$ cat src/rtl/fb_pixel_writer.sv
// fb_pixel_writer: packs 32-bit pixels into 64-bit SDRAM words and writes them over Avalon-MM; FB_WRITER_STATS_EN adds debug counters
module fb_pixel_writer #(
  parameter int unsigned ADDRESS    = 0,
  parameter int unsigned LENGTH     = 0,
  parameter int unsigned FIFO_DEPTH = 16,
  parameter int unsigned IDLE_FLUSH = 4
) (
  input  logic        clock,
  input  logic        reset,
  input  logic        pix_valid,
  output logic        pix_ready,
  input  logic [23:0] pix_index,
  input  logic [31:0] pix_data,
  input  logic        pix_buffer,
  input  logic        flush_req,
  output logic        flush_done,
  output logic [28:0] address,
  output logic [7:0]  burstcount,
  output logic        write,
  output logic [63:0] writedata,
  output logic [7:0]  byteenable,
  input  logic        waitrequest
`ifdef FB_WRITER_STATS_EN
  ,
  output logic [31:0] debug_value0,
  output logic [31:0] debug_value1,
  output logic [31:0] debug_value2
`endif
);
  localparam int AW = $clog2(FIFO_DEPTH);
  localparam int PW = AW + 1;
  localparam int IW = $clog2(IDLE_FLUSH + 2);
  localparam logic [28:0] BASE0 = 29'(ADDRESS / 8);
  localparam logic [28:0] BASE1 = BASE0 + 29'(LENGTH / 8);
  localparam logic [31:0] LIMIT = 32'(LENGTH / 4);
  typedef struct packed {
    logic [28:0] addr;
    logic [63:0] data;
    logic [7:0]  be;
  } entry_t;
  typedef enum logic {IDLE, WRITE} state_t;
  state_t state, state_nx;
  entry_t pend, head;
  entry_t mem [FIFO_DEPTH];
  logic [PW-1:0] wr_ptr, rd_ptr;
  logic [IW-1:0] idle_cnt;
  logic [28:0] pix_addr;
  logic [63:0] merged;
  logic [7:0] pix_be;
  logic p_valid, rdy_en, flushing, fifo_empty, fifo_full;
  logic accept, in_range, take, same, push, pop, done_cond;
  assign burstcount = 8'h01;
  // handshake, address/lane formation, merge data and FIFO control
  always_comb begin
    fifo_empty = wr_ptr == rd_ptr;
    fifo_full  = (wr_ptr[AW-1:0] == rd_ptr[AW-1:0]) && (wr_ptr[AW] != rd_ptr[AW]);
    pix_ready  = rdy_en && !flushing && !(p_valid && fifo_full);
    accept     = pix_valid && pix_ready;
    in_range   = {8'h00, pix_index} < LIMIT;
    take       = accept && in_range;
    pix_addr   = (pix_buffer ? BASE1 : BASE0) + 29'(pix_index[23:1]);
    pix_be     = pix_index[0] ? 8'hF0 : 8'h0F;
    merged     = pix_index[0] ? {pix_data, pend.data[31:0]} : {pend.data[63:32], pix_data};
    same       = p_valid && pend.addr == pix_addr;
    push       = take ? p_valid && !same
                      : p_valid && !fifo_full && (pend.be == 8'hFF || idle_cnt == IW'(IDLE_FLUSH) || flushing);
    pop        = !fifo_empty && (state == IDLE || !waitrequest);
    head       = mem[rd_ptr[AW-1:0]];
    done_cond  = (flushing || flush_req) && !take && !p_valid && fifo_empty && !(write && waitrequest);
    state_nx   = pop ? WRITE : (!waitrequest ? IDLE : state);
  end
  // pending word: load, merge, or hand off to the FIFO
  always_ff @(posedge clock or posedge reset) begin
    if (reset) begin
      p_valid <= 1'b0;
      pend    <= '0;
    end else if (take) begin
      p_valid <= 1'b1;
      pend    <= same ? {pend.addr, merged, pend.be | pix_be} : {pix_addr, {pix_data, pix_data}, pix_be};
    end else if (push) begin
      p_valid <= 1'b0;
    end
  end
  // FIFO storage needs no reset; the pointers define what is valid
  always_ff @(posedge clock) begin
    if (push) mem[wr_ptr[AW-1:0]] <= pend;
  end
  // FIFO pointers, idle timer, ready enable and flush tracking
  always_ff @(posedge clock or posedge reset) begin
    if (reset) begin
      wr_ptr     <= '0;
      rd_ptr     <= '0;
      idle_cnt   <= '0;
      rdy_en     <= 1'b0;
      flushing   <= 1'b0;
      flush_done <= 1'b0;
    end else begin
      wr_ptr     <= wr_ptr + PW'(push);
      rd_ptr     <= rd_ptr + PW'(pop);
      idle_cnt   <= accept ? '0 : (idle_cnt == IW'(IDLE_FLUSH) ? idle_cnt : idle_cnt + 1'b1);
      rdy_en     <= 1'b1;
      flushing   <= done_cond ? 1'b0 : (flush_req ? 1'b1 : flushing);
      flush_done <= done_cond;
    end
  end
  // write master: registered Avalon outputs held stable while stalled
  always_ff @(posedge clock or posedge reset) begin
    if (reset) begin
      state      <= IDLE;
      write      <= 1'b0;
      address    <= '0;
      writedata  <= '0;
      byteenable <= '0;
    end else begin
      state <= state_nx;
      if (pop) begin
        {address, writedata, byteenable} <= head;
        write <= 1'b1;
      end else if (!waitrequest) begin
        write <= 1'b0;
      end
    end
  end
`ifdef FB_WRITER_STATS_EN
  // saturating event counters, cleared at the end of each flush
  always_ff @(posedge clock or posedge reset) begin
    if (reset) begin
      debug_value0 <= '0;
      debug_value1 <= '0;
      debug_value2 <= '0;
    end else if (flush_done) begin
      debug_value0 <= '0;
      debug_value1 <= '0;
      debug_value2 <= '0;
    end else begin
      debug_value0 <= debug_value0 + 32'(write && !waitrequest && ~&debug_value0);
      debug_value1 <= debug_value1 + 32'(take && same && ~&debug_value1);
      debug_value2 <= debug_value2 + 32'(accept && !in_range && ~&debug_value2);
    end
  end
`endif
endmodule

$ cat config.mk
export PLATFORM = sky130hd
export DESIGN_NAME = fb_pixel_writer
export DESIGN_NICKNAME = d
export VERILOG_FILES = /design/src/rtl/fb_pixel_writer.sv
export SDC_FILE = /design/constraint.sdc
export NUM_CORES = 1
export LEC_CHECK = 0
export BUFFER_PORTS_ARGS = -buffer_cell sky130_fd_sc_hd__buf_4
export CORE_AREA = 2 2 69 71
export CTS_CLUSTER_SIZE = 40
export DETAILED_ROUTE_END_ITERATION = 8
export DIE_AREA = 0 0 71 73
export HOLD_SLACK_MARGIN = 0.1
export MAX_ROUTING_LAYER = met4
export PLACE_DENSITY = 0.74
export SLEW_MARGIN = 20
export SYNTH_ARGS = -nofsm -noshare
export SYNTH_HDL_FRONTEND = slang
export SYNTH_SLANG_ARGS = --single-unit
$ cat constraint.sdc
create_clock -name clock -period 1.4 [get_ports clock]
set_input_delay 0.28 -clock clock [delete_from_list [all_inputs] [get_ports clock]]
set_output_delay 0.28 -clock clock [all_outputs]
set_load 0.05 [all_outputs]
; ---- Word level (Yosys, flattened, before mapping)
; Cells that the tools add are included.
[op_classes]
add_sub_neg = 1
n_eq_ne = 1
mux = 4
bitwise = 1
reduce_logical = 13
[op_table]
columns = cell, n
row1 = 5-bit by 1-bit adder with 5-bit output, 1
row2 = 1-bit logical AND, 5
row3 = 5-bit logical NOT, 1
row4 = 1-bit logical NOT, 4
row5 = 1-bit two-way mux, 4
row6 = 1-bit logical OR, 2
row7 = "2-bit by 1-bit inequality test with 1-bit output, second input constant", 1
row8 = 2-bit nonzero test, 1
row9 = 1-bit NOT, 1
[word_totals]
reg_bits = 110
input_bits = 62
output_inout_bits = 112
word_cells = 28

; ---- Depth between registers and ports, before layout
; Gate-level depths: netlist of run 1.
[logic_depth]
ltp_word = 4
ltp_mapped = 6
depth_no_buf = 6

; ---- Least setup slack after synthesis of run 1
; No wires, ideal clock.
[synth_path]
path_type = register to register
start = reg write (netlist name)
end = reg rd_ptr[4]
setup_time_ns = 0.080
t_arrival_ns = 1.521
required_ns = 1.320
path_slack_ns = -0.200
path_stages_with_launch = 7
path_buffers = 0
period_less_slack_ns = 1.600
cell_sequence = dfrtp_1 -> nand2_1 -> a21boi_0 -> ha_1 -> ha_1 -> nand3_1 -> xnor2_1
[synth_rtl]
columns = element, line
row1 = to (signal assigned), 99  ; rd_ptr <= rd_ptr + PW'(pop);
row2 = to (decl), 45  ; logic [PW-1:0] wr_ptr, rd_ptr;

; ---- Worst setup path after layout of run 1
[layout_path]
start = reg rd_ptr[4]
end = reg rd_ptr[2]
[layout_between]
elab_chain_cells = 4
[layout_lines]
columns = element, line
row1 = 5-bit logical NOT, n/a
row2 = 1-bit logical NOT, 67  ; pop = !fifo_empty && (state == IDLE || !waitrequest);
row3 = 1-bit logical AND, 67
row4 = net pop, 51  ; logic accept, in_range, take, same, push, pop, done_cond;
row5 = 5-bit by 1-bit adder with 5-bit output, 99
; The timed path passes the listed nets, and every way through them passes these cells.
; A chain may end at the register's enable or synchronous reset.

==> run summary, run 1 <==
cell area after layout: 1020 um2
die height: 73 um
routability congestion estimate: 0.721
clock root cell: clkbuf_8
dpl cell area: 926 um2
GRT Max-Usage Layer: met2
Max Slew Vio Count: 0
die width: 71 um
Final HPWL DP: 978 um
DR DRC count: 0
RR Startpoint: rd_ptr[4]
GR met2 Demand/Resource: 5.71%
r2r worst-path depth: 5
worst vdd ir: 320 uV
fmax: 0.743 GHz
Setup-failing EPs final: 0
CTS H-tree depth: 1
CP Capture Type: register
Via density: 2.62
Max FO, Critical Path: 2
final period utilization: 96.1%
Min Hold Slack: 352 ps
Worst Setup EP: rd_ptr[2]
via count: 542
Ant. Diodes: 0
initial antenna violation count: 0
Cell Rows: 25
clk_lat worst skew: 240 ps
I/O pins: 174
Fillers: 491
Pre-antenna DRT Iters: 2
pin count of the biggest net entering global routing: 10
Final Hold Violating Endpoints: 0
total CTS buffers: 3
Area growth syn-to-layout: -12.9%
Pwr Density: 1770 nW/um2
leakage: 0.601 nW
first-pass GRT wire length: 1260 um
CTS tree: yes
final worst slack: 54.7 ps
Setup WS pre-CTS: 0.391 ps
FF+latch count, synth: 9
Fin Clk Skew: 5.12 ps
post-DR wirelength/cell: 5.57 um
status: completed
Seq/Total Area, Yosys: 19.2%
core area: 4540 um2
port bufs: 6
Die ar.: 5180 um2
clk slew on worst S/H paths: 50 ps
synth warn: 0
Num Clock Sinks: 9
total congestion overflow: 0
WP data arrival: 1470 ps
Mean Syn Cell Area: 8.57 um2
CP required: 1520 ps
number of routed nets with antenna violations: 0
Crit Reg-Reg Endpoint: rd_ptr[2]
First DRT Iteration DRCs: 7
vias in the first global route: 279
gr usage total: 3.69%
Max Buffers Root-to-Sink: 2
Synth Instances: 137
Synth area leaders: buf_4 70%, dfrtp_1 19%, ha_1 2.1%, xnor2_1 1.5%, nand3_1 1.3%
final wirelength: 1150 um
layout cells sized above 1: 15.7%
crit path kind: register to register
largest area contributor in the netlist: buf_4
Max Cap Viol: 0
GR Layer Usage met3: 2.62%
Initial Util: 25.9%
grt met1 use: 2.93%
Yosys cell types: 15
Yosys top cell area share: 69.7%
R2R Setup Slk: 50 ps
Synth Cell Area: 1170 um2
Nets: 218
CP Launch Type: register
min Tclk post-route: 1350 ps
Worst Setup SP: rd_ptr[4]
worst hold path type: input port to register
Design Power: 1.81 mW
-- power by group --
part | switching [mW] | internal, mW | total, mW | leakage (nW)
Combinational | 0.844 | 0.227 | 1.07 | 0.478
Clock | 0.108 | 0.199 | 0.307 | 0.0228
Sequential | 0.0726 | 0.357 | 0.430 | 0.101
Total | 1.02 | 0.784 | 1.81 | 0.601
-- metrics by stage --
step | instances | setup TNS, ps | utilization (%)
final | 207 | 0 | 22.5
after global routing | 207 | -7.55 | 22.5
after CTS | 205 | 0 | 21.6
after detailed placement | 200 | 0 | 20.4
after global placement | 200 | 0 | 20.4
after floorplan | 245 | -29.6 | -
-- synthesized netlist by cell type --
master	count
buf_4	109
dfrtp_1	9
nand3_1	3
conb_1	2
ha_1	2
nor2_1	2
xnor2_1	2
a21boi_0	1
a31oi_1	1
inv_1	1
nand2_1	1
nor2b_1	1
nor3_2	1
o2111a_1	1
xor2_1	1
-- cells by family after synthesis --
group	Yosys count	share of synthesized area (%)
AOI/OAI and AO/OA	3	2.13
xor gates and xnor gates	3	2.24
adders and majority gates	2	2.13
buffers and inverters	110	70.0
DFF	9	19.2
other	2	0.640
and+or+nand+nor	8	3.62
-- state kept, by name, indices dropped and copies added (netlist names) --
signal	cells
rdy_en	1
flushing	1
rd_ptr	5
write	1
flush_done	1
-- area by class of cell --
type,instances,area [um2],area share [%]
sequential,9,228,22.3
clock buffer,4,45.0,4.41
multi-input combinational,126,578,56.5
tap,54,67.6,6.61
inverter,1,3.75,0.367
timing repair buffer,13,100,9.79
-- worst min-delay path by stage --
stage / startpoint / end / cells after the start
final: flush_req / flushing / 3
after CTS: waitrequest / write / 3
after global routing: flush_req / flushing / 3
after global placement: reset / rdy_en / 2
after floorplan: reset / flush_done / 1
after detailed placement: reset / rdy_en / 2
-- cells in the final DEF, fill, tap and decap left out --
cell type	count
a21boi_2	1
a31oi_1	1
buf_4	12
clkbuf_1	1
clkbuf_8	3
conb_1	110
dfrtp_1	7
dfrtp_2	2
dlygate4sd3_1	1
ha_2	1
ha_4	1
inv_1	1
nand2_4	1
nand3_1	2
nand3_4	1
nor2_1	2
nor2b_1	1
nor3_2	1
o2111a_1	1
xnor2_1	1
xnor2_2	1
xor2_1	1
-- worst max-delay path: stages (launching register included) --
cell      delay (ps)
dfrtp_1          400
nor3_2           240
a21boi_2          80
ha_2             200
ha_4             180
xor2_1           140
-- metal layers --
layer	part of all wire, %	vias to the layer above
met1	28	230
li1	-	234
met2	47	74
met5	0	-
met3	23	4
met4	1.9	0
-- what timing repair did --
item	4_1_cts	5_1_grt
setup buffers	0	2
hold buffers	1	0
resized for setup	0	5
hold endpoints to repair	9	0
endpoints found under the setup margin	1	1
pin swaps	1	7
(Power assumes the default switching activity.)
==> run 2: changes to the inputs <==
--- a/config.mk
+++ b/config.mk
@@ -6,13 +6,15 @@
 export NUM_CORES = 1
 export LEC_CHECK = 0
 export BUFFER_PORTS_ARGS = -buffer_cell sky130_fd_sc_hd__buf_4
-export CORE_AREA = 2 2 69 71
+export CELL_PAD_IN_SITES_DETAIL_PLACEMENT = 0
+export CELL_PAD_IN_SITES_GLOBAL_PLACEMENT = 1
+export CORE_AREA = 2 2 89 91
 export CTS_CLUSTER_SIZE = 40
 export DETAILED_ROUTE_END_ITERATION = 8
-export DIE_AREA = 0 0 71 73
+export DIE_AREA = 0 0 91 93
 export HOLD_SLACK_MARGIN = 0.1
 export MAX_ROUTING_LAYER = met4
-export PLACE_DENSITY = 0.74
+export PLACE_DENSITY = 0.73
 export SLEW_MARGIN = 20
 export SYNTH_ARGS = -nofsm -noshare
 export SYNTH_HDL_FRONTEND = slang
==> run 2 against run 1 <==
Clock power about the same. Worst setup slack worse by 12 ps. Register-to-register slack barely moved. Routed wire length is 0.43% higher. Critical path type unchanged. Highest routed layer unchanged.
==> run summary, run 2 (synthesis results as in run 1) <==
total congestion overflow: 0
layout cells sized above 1: 12.7%
dpl cell area: 978 um2
RSZ-0062 raised after global routing: yes
final wirelength: 1160 um
most frequent cells in the layout: 110 x conb_1, 9 x buf_4, 8 x dfrtp_1
Initial Util: 15.6%
area taken by flip-flops and latches: 226 um2
CP required: 1550 ps
min Tclk post-route: 1360 ps
First DRT Iteration DRCs: 0
Max FO, Critical Path: 3
Fin Clk Skew: 0.515 ps
pin count of the biggest net entering global routing: 10
vias in the first global route: 304
WP data arrival: 1510 ps
area of the multi-input gates: 558 um2
CTS H-tree depth: 1
Max Cap Viol: 0
core area: 7530 um2
final period utilization: 96.9%
CP Capture Type: register
CP max-delay cell: dfrtp_1
CP Launch Type: register
Setup-failing EPs final: 0
die height: 93 um
Inst Count DP: 247
initial antenna violation count: 0
RR Startpoint: rd_ptr[3]
total CTS buffers: 3
Area growth syn-to-layout: -11.5%
most common cell after layout, fill and taps aside: conb_1
DR DRC count: 0
Num Clock Sinks: 9
Fillers: 869
worst vdd ir: 306 uV
Final Hold Violating Endpoints: 0
via count: 529
Hold Path End: write
Crit Reg-Reg Endpoint: rd_ptr[4]
Ant. Diodes: 0
status: completed
Final HPWL DP: 1010 um
clk slew on worst S/H paths: 50 ps
Hold Crit Depth: 3
worst-path cell chain: nor3_2, a21boi_2, ha_2, ha_4, nand3_2, xnor2_1
first-pass GRT wire length: 1360 um
CP peak stage delay: 410 ps
Setup WS pre-CTS: 9.24 ps
CTS tree: yes
hold path startpoint: waitrequest
port bufs: 6
Cell Rows: 32
post-DR wirelength/cell: 4.60 um
clk_lat worst skew: 230 ps
Final Non-Filler Cells: 252
number of routed nets with antenna violations: 0
Pwr Density: 1660 nW/um2
Via density: 2.10
fmax: 0.737 GHz
Largest register FFs: 5
Biggest register: rd_ptr
r2r worst-path depth: 6
Pre-antenna DRT Iters: 1
gr usage total: 2.22%
routability congestion estimate: 0.562
crit path kind: register to register
R2R Setup Slk: 40 ps
leakage: 0.580 nW
I/O pins: 174
cell area after layout: 1040 um2
Die ar.: 8460 um2
worst hold path type: input port to register
Nets: 215
final worst slack: 42.8 ps
Max Slew Vio Count: 0
# Post-CTS Setup Buffers: 0
Max Buffers Root-to-Sink: 2
Design Power: 1.72 mW
die width: 91 um
clock root cell: clkbuf_8
-- run 2: what timing repair did --
action                                 CTS  global route
resized for setup                        0             1
hold buffers                             1             0
setup endpoints to repair                1             2
cloned                                   0             0
pin swaps                                1             5
endpoints found under the hold margin    9             0
-- run 2: critical path, delay by kind of cell, from the launching register on --
kind | cells | cell delay [ps]
compound gates | 1 | 80
fa+ha+maj | 2 | 370
flops | 1 | 410
simple gates | 2 | 290
xor+xnor | 1 | 120
-- run 2: routing by layer --
metal | up-vias | part of all wire (%) | global-route usage (%)
li1 | 228 | - | -
met3 | 4 | 18 | 0.967
met4 | 0 | 3.5 | 2.27
met2 | 67 | 51 | 3.58
met5 | - | 0 | -
met1 | 230 | 27 | 1.87
-- run 2: area by class of cell --
type	instances	area share, %
Clock buffer	4	4.34
Inverter	1	0.361
Multi-Input combinational cell	126	53.7
Sequential cell	9	21.8
Tap cell	102	12.3
Timing Repair Buffer	10	7.47
-- run 2: report_power, final --
group          switching, mW  leakage (nW)  internal [mW]  total [mW]
combinational          0.807         0.455          0.174       0.981
sequential            0.0811         0.102          0.354       0.436
clock                  0.108        0.0228          0.199       0.307
total                  0.996         0.580          0.728        1.72
-- run 2: worst max path at each step --
stage / start / endpoint / slack, ps / cells past startpoint
CTS: rd_ptr[2] / rd_ptr[4] / 10 / 6
finish: rd_ptr[3] / rd_ptr[4] / 40 / 6
global placement: rd_ptr[4] / rd_ptr[4] / 50 / 6
floorplan: write / rd_ptr[4] / -30 / 6
detailed placement: rd_ptr[4] / rd_ptr[4] / 9 / 6
global route: rd_ptr[3] / rd_ptr[4] / -20 / 6
-- run 2: stage by stage --
step / setup TNS, ps / hold WS, ps / util, %
after detailed placement: 0 / 268 / 13.0
after floorplan: -29.6 / 108 / -
after CTS: 0 / 292 / 13.7
after global routing: -27.8 / 318 / 13.8
final: 0 / 293 / 13.8
after global placement: 0 / 262 / 13.0
